File: src/rtl/aurora_pkg.sv
`default_nettype none
// ============================================================================
//  Module      : aurora_pkg
//  Description : Shared types and constants for the fetch path: machine
//                width, instruction-memory address width, the end-of-program
//                word, the buffered fetch entry and the fetch FSM states.
//  Revision    : 1.0 - initial release
// ============================================================================
package aurora_pkg;

    localparam int          XLEN      = 32;
    localparam int          IMEM_AW   = 8;
    localparam logic [31:0] INST_HALT = 32'h0000_0000;

    // One buffered fetch result: where it came from and what was read
    typedef struct packed {
        logic [IMEM_AW-1:0] pc;
        logic [XLEN-1:0]    inst;
    } fetch_entry_t;

    typedef enum logic [0:0] {
        IFU_RUN  = 1'b0,
        IFU_HALT = 1'b1
    } ifu_state_e;

endpackage : aurora_pkg
`default_nettype wire

File: src/rtl/ifu_fifo.sv
`default_nettype none
// ============================================================================
//  Module      : ifu_fifo
//  Description : DEPTH-entry synchronous FIFO holding fetch entries.
//                Push and pop may coincide (also when full); flush empties
//                the buffer and overrides any push/pop in the same cycle.
//  Revision    : 1.0 - initial release
// ============================================================================
module ifu_fifo
    import aurora_pkg::*;
#(
    parameter int WIDTH = $bits(fetch_entry_t),
    parameter int DEPTH = 2,
    localparam int PW   = $clog2(DEPTH),
    localparam int CW   = $clog2(DEPTH + 1)
) (
    input  logic             clk,
    input  logic             rst,
    input  logic             push,
    input  logic             pop,
    input  logic             flush,
    input  logic [WIDTH-1:0] wr_data,
    output logic [WIDTH-1:0] rd_data,
    output logic [CW-1:0]    count,
    output logic             full,
    output logic             empty
);

    logic [WIDTH-1:0] r_mem [DEPTH];
    logic [PW-1:0]    r_wr_ptr;
    logic [PW-1:0]    r_rd_ptr;
    logic [CW-1:0]    r_count;
    logic             w_pop;
    logic             w_push;

    // Guard against underflow/overflow even if the caller misbehaves
    assign w_pop  = pop && (r_count != '0);
    assign w_push = push && ((r_count != CW'(DEPTH)) || w_pop);

    assign rd_data = r_mem[r_rd_ptr];
    assign count   = r_count;
    assign full    = (r_count == CW'(DEPTH));
    assign empty   = (r_count == '0);

    // Storage array: data only, validity is tracked by the count
    always_ff @(posedge clk) begin
        if (w_push && !flush) begin
            r_mem[r_wr_ptr] <= wr_data;
        end
    end

    // Pointers and occupancy; DEPTH is a power of two so pointers wrap freely
    always_ff @(posedge clk or posedge rst) begin
        if (rst) begin
            r_wr_ptr <= '0;
            r_rd_ptr <= '0;
            r_count  <= '0;
        end else if (flush) begin
            r_wr_ptr <= '0;
            r_rd_ptr <= '0;
            r_count  <= '0;
        end else begin
            if (w_push) begin
                r_wr_ptr <= r_wr_ptr + 1'b1;
            end
            if (w_pop) begin
                r_rd_ptr <= r_rd_ptr + 1'b1;
            end
            case ({w_push, w_pop})
                2'b10:   r_count <= r_count + 1'b1;
                2'b01:   r_count <= r_count - 1'b1;
                default: r_count <= r_count;
            endcase
        end
    end

endmodule : ifu_fifo
`default_nettype wire

File: src/rtl/inst_fetch_unit.sv
`default_nettype none
// ============================================================================
//  Module      : inst_fetch_unit
//  Description : Instruction fetch stage. Drives the ROM word address from
//                the PC, buffers {pc, inst} in a small FIFO and hands entries
//                to decode over valid/ready. Branch redirects flush the
//                buffer and reload the PC; an all-zero word halts fetch.
//                Optional feature macro: IFU_PERF_COUNTERS_EN adds the
//                saturating fetch_count / stall_count outputs.
//  Revision    : 1.0 - initial release
// ============================================================================
module inst_fetch_unit
    import aurora_pkg::*;
#(
    parameter int AW           = IMEM_AW,
    parameter int DW           = XLEN,
    parameter int DEPTH        = 2,
    parameter int RESET_PC     = 0,
    parameter int HALT_ON_ZERO = 1
) (
    input  logic          clk,
    input  logic          rst,
    output logic [AW-1:0] mem_address,
    input  logic [DW-1:0] mem_data,
    output logic          out_valid,
    input  logic          out_ready,
    output logic [DW-1:0] out_inst,
    output logic [AW-1:0] out_pc,
    input  logic          redirect_valid,
    input  logic [AW-1:0] redirect_pc,
    output logic          halted
`ifdef IFU_PERF_COUNTERS_EN
    ,
    output logic [15:0]   fetch_count,
    output logic [15:0]   stall_count
`endif
);

    localparam int          CW         = $clog2(DEPTH + 1);
    localparam int          EW         = AW + DW;
    localparam logic        C_HALT_ZERO = (HALT_ON_ZERO != 0);
    localparam logic [DW-1:0] C_HALT_WORD = DW'(INST_HALT);

    logic [AW-1:0]  r_pc;
    ifu_state_e     r_state;
    logic           r_halted;
    logic [EW-1:0]  r_hold;

    logic           w_pop;
    logic           w_push;
    logic           w_space;
    logic           w_zero;
    logic [EW-1:0]  w_head;
    logic [CW-1:0]  w_count;
    logic           w_full;
    logic           w_empty;

    assign mem_address = r_pc;
    assign out_valid   = (w_count != '0);
    assign halted      = r_halted;

    assign w_zero  = C_HALT_ZERO && (mem_data == C_HALT_WORD);
    assign w_pop   = out_valid && out_ready;
    assign w_space = !w_full || w_pop;
    assign w_push  = (r_state == IFU_RUN) && !redirect_valid && w_space && !w_zero;

    ifu_fifo #(
        .WIDTH (EW),
        .DEPTH (DEPTH)
    ) u_fifo (
        .clk     (clk),
        .rst     (rst),
        .push    (w_push),
        .pop     (w_pop && !redirect_valid),
        .flush   (redirect_valid),
        .wr_data ({r_pc, mem_data}),
        .rd_data (w_head),
        .count   (w_count),
        .full    (w_full),
        .empty   (w_empty)
    );

    // PC and RUN/HALT control; a redirect overrides everything else
    always_ff @(posedge clk or posedge rst) begin
        if (rst) begin
            r_pc     <= AW'(RESET_PC);
            r_state  <= IFU_RUN;
            r_halted <= 1'b0;
        end else if (redirect_valid) begin
            r_pc     <= redirect_pc;
            r_state  <= IFU_RUN;
            r_halted <= 1'b0;
        end else if (w_push) begin
            r_pc     <= r_pc + 1'b1;
        end else if ((r_state == IFU_RUN) && w_space && w_zero) begin
            r_state  <= IFU_HALT;
            r_halted <= 1'b1;
        end
    end

    // Remember the last presented head so the outputs hold once the buffer drains
    always_ff @(posedge clk or posedge rst) begin
        if (rst) begin
            r_hold <= '0;
        end else if (!w_empty) begin
            r_hold <= w_head;
        end
    end

    assign {out_pc, out_inst} = w_empty ? r_hold : w_head;

`ifdef IFU_PERF_COUNTERS_EN
    logic [15:0] r_fetch_count;
    logic [15:0] r_stall_count;

    // Saturating event counters, cleared only by reset
    always_ff @(posedge clk or posedge rst) begin
        if (rst) begin
            r_fetch_count <= '0;
            r_stall_count <= '0;
        end else begin
            if (w_push && (r_fetch_count != 16'hFFFF)) begin
                r_fetch_count <= r_fetch_count + 16'd1;
            end
            if (out_valid && !out_ready && (r_stall_count != 16'hFFFF)) begin
                r_stall_count <= r_stall_count + 16'd1;
            end
        end
    end

    assign fetch_count = r_fetch_count;
    assign stall_count = r_stall_count;
`endif

endmodule : inst_fetch_unit
`default_nettype wire

File: config.mk
export PLATFORM = sky130hd
export DESIGN_NAME = inst_fetch_unit
export DESIGN_NICKNAME = d
export VERILOG_FILES = /design/src/rtl/aurora_pkg.sv /design/src/rtl/ifu_fifo.sv /design/src/rtl/inst_fetch_unit.sv
export SDC_FILE = /design/constraint.sdc
export NUM_CORES = 1
export LEC_CHECK = 0
export CORE_UTILIZATION = 35
export CTS_CLUSTER_SIZE = 8
export DETAILED_ROUTE_END_ITERATION = 7
export PLACE_DENSITY = 0.68
export SYNTH_ARGS = -nofsm -noshare
export SYNTH_HDL_FRONTEND = slang
export SYNTH_HIERARCHICAL = 1
export SYNTH_SLANG_ARGS = --single-unit
File: constraint.sdc
create_clock -name clk -period 11.4 [get_ports clk]
set_input_delay 3.42 -clock clk [delete_from_list [all_inputs] [get_ports clk]]
set_output_delay 3.42 -clock clk [all_outputs]
set_load 0.01 [all_outputs]
==> flow_metrics.env <==
export IMPL_outcome="finished, final reports clean"
export IMPL_grt_pass1_vias=3154
export IMPL_avgSynthCellArea_sq_um=17.2
export IMPL_hold_end="r_hold[26]"
export IMPL_rsz0062_at_grt="false"
export IMPL_hold_class="register to register"
export IMPL_overflow=0
export IMPL_htree_levels=4
export IMPL_synth_warnings=6
export IMPL_slew_violations=0
export IMPL_worst_pin_slew_ns=1.06
export IMPL_port_buffers=93
export IMPL_ant_nets=0
export IMPL_fin_hold_ws_ns=0.494
export IMPL_clockBufferDepth=2
export IMPL_seq_area_frac_synth=0.708
export IMPL_dr_wl_met2_microns=5050
export IMPL_cp_arrival_ns=2.77
export IMPL_synthToLayoutAreaGrowth_pct=31.5
export IMPL_synth_edf_count=80
export IMPL_crit_chain="nor2_4, buf_4, mux2_2, clkdlybuf4s50_1"
export IMPL_cts_resized=0
export IMPL_async_flop_share=0.398
export IMPL_fmax_ghz=0.162
export IMPL_drt_iter0_drc=154
export IMPL_placed_area_sq_mm=0.00643
export IMPL_grt_usage=0.143
export IMPL_drtPass1Iterations=4
export IMPL_cap_violations=0
export IMPL_netlist_top_cell_by_area="edfxtp_1"
export IMPL_p_per_area_mw_per_mm2=189
export IMPL_chipHeight_microns=125
export IMPL_rows=44
export IMPL_root_buffer="clkbuf_16"
export IMPL_p_total_uw=1310
export IMPL_cts_tree="done"
export IMPL_dr_wl_met3_microns=410
export IMPL_grt_max_degree=48
export IMPL_post_cts_buffers=0
export IMPL_place_gp_congestion=0.790
export IMPL_seqCellArea_sq_mm=0.00373
export IMPL_antennaDiodeCount=0
export IMPL_wl_microns=10400
export IMPL_die_area_sq_mm=0.0155
export IMPL_nets=456
export IMPL_layout_drive_gt1_share=0.288
export IMPL_wl_per_cell_microns=17.1
export IMPL_synth_seq_cells=133
export IMPL_synthFlopType="edfxtp_1"
export IMPL_cp_slowest_stage_delay_ns=0.52
export IMPL_hold_viol=0
export IMPL_initial_utilization=0.361
export IMPL_die_x_microns=125
export IMPL_cts_sinks=133
export IMPL_antenna_found_initial=0
export IMPL_cp_start_kind="register"
export IMPL_crit_fanout=26
export IMPL_fin_tns_setup_ns=0
export IMPL_nFillCells=1229
export IMPL_synth_top_area_frac=0.456
export IMPL_r2r_start="u_fifo/count[0]"
export IMPL_netlist_top_cells_count="edfxtp_1 (80), mux2_2 (76), dfrtp_1 (53), nand2_1 (8), nor2_1 (8)"
export IMPL_slowest_stage="dfrtp_1"
export IMPL_wl_met1_microns=4770
export IMPL_yosysUniqueCellTypes=41
export IMPL_critPathBufInv=2
export IMPL_boundaryPins=94
export IMPL_cp_required_ns=7.98
export IMPL_r2r_cells=5
export IMPL_core_sq_mm=0.0146
export IMPL_multi_input_area_sq_mm=0.00148
export IMPL_final_design_area_no_fill_sq_mm=0.00693
export IMPL_crit_type="register to output port"
export IMPL_maxSlewHeadroom=0.294
export IMPL_crit_family="buffers and inverters"
export IMPL_ir_drop_mv=0.0942
export IMPL_cellLeakagePower_uw=0.00248
export IMPL_synth_cells=306
export IMPL_cp_depth=4
export IMPL_num_vias=2953
export IMPL_final_setup_viol_count=0
export IMPL_top_layer="met4"
export IMPL_clock_latency_ns=0.41
export IMPL_rr_endpoint="u_fifo/r_mem[1][1]"
export IMPL_hold_start="r_hold[26]"
export IMPL_syn_nets=351
export IMPL_routed_via_density=4.86
export IMPL_netlist_top_cells_area="edfxtp_1 (46%), dfrtp_1 (25%), mux2_2 (16%), nor4_2 (1.7%), xor2_1 (1.0%)"
export IMPL_clk_pin_slew_ns=0.05
export IMPL_hpwlAfterDp_microns=6740
export IMPL_cts_buffers=17
export IMPL_syn_area_sq_mm=0.00527
export IMPL_yosysMostFrequentCell="edfxtp_1"
export IMPL_r2r_setup_slack_ns=8.32
export IMPL_grt_pass1_wl_microns=16700
export IMPL_hold_depth=1
export IMPL_finalCritPeriodShare=0.543
export IMPL_finalCriticalPeriod_ns=6.19
export IMPL_end_kind="output port"
export IMPL_hold_buffers=0
export IMPL_skew_ns=0.00861
export IMPL_drcViolationCount=0
-- stage by stage --
step / util / worst slack [ns] / std cells
final: 0.475 / 5.21 / 608
after global routing: 0.475 / 5.05 / 608
after CTS: 0.475 / 5.15 / 608
after detailed placement: 0.441 / 5.03 / 576
after global placement: 0.441 / 5.16 / 576
after floorplan: - / 3.94 / 306
-- worst max-delay path by stage --
| stage | from | endpoint | slack [ns] |
|---|---|---|---|
| after floorplan | out_ready | u_fifo/r_mem[0][0] | 3.94 |
| after global placement | mem_data[17] | u_fifo/r_mem[1][15] | 5.16 |
| after detailed placement | mem_data[16] | u_fifo/r_mem[1][14] | 5.03 |
| after CTS | u_fifo/count[0] | out_pc[7] | 5.15 |
| after global routing | u_fifo/count[0] | out_inst[18] | 5.05 |
| final | u_fifo/count[0] | out_inst[18] | 5.21 |
-- logic make-up (layout without fill, tap and decap cells) --
family / after synthesis / after routing / share of synthesized area
compound gates: 27 / 27 / 0.0390
xor+xnor: 6 / 6 / 0.00998
fa+ha+maj: 1 / 1 / 0.00237
buf+inv: 17 / 135 / 0.0131
flops: 133 / 133 / 0.708
mux: 81 / 81 / 0.173
simple gates: 41 / 41 / 0.0549
-- state kept, by name, summed over array words and instances (netlist names) --
name / cells
halted: 1
mem_address: 8
r_hold: 40
u_fifo/count: 2
u_fifo/r_mem: 80
u_fifo/r_rd_ptr: 1
u_fifo/r_wr_ptr: 1
-- metal layers --
layer / vias up / track usage
met5: - / 0
met4: 0 / 0.0574
met3: 12 / 0.0434
met2: 70 / 0.227
met1: 1497 / 0.182
li1: 1374 / -
-- power by group --
| part | internal, uW | total [uW] | switching [uW] |
|---|---|---|---|
| clock network | 289 | 461 | 172 |
| registers | 574 | 597 | 23.3 |
| logic | 143 | 248 | 104 |
-- cells in the final DEF (no fill, tap or decap), drive strengths merged, types with 2 or more instances in the layout --
cell           count
clkdlybuf4s50     93
edfxtp            80
mux2              80
dfrtp             53
clkbuf            32
o21ai              9
nand2              8
nor4               8
nor2               8
xor2               6
inv                6
a21oi              6
nand3              4
buf                4
nand4              2
or4                2
a31oi              2
or3                2
nor3               2
-- area by class of cell --
type                    count  area share
inverters                   6     0.00325
multi-input cells         156       0.214
flip-flops and latches    133       0.538
well taps                 184      0.0332
clock buffers              32      0.0724
repair buffers             97       0.139
Power figures use the tool's default switching activity.
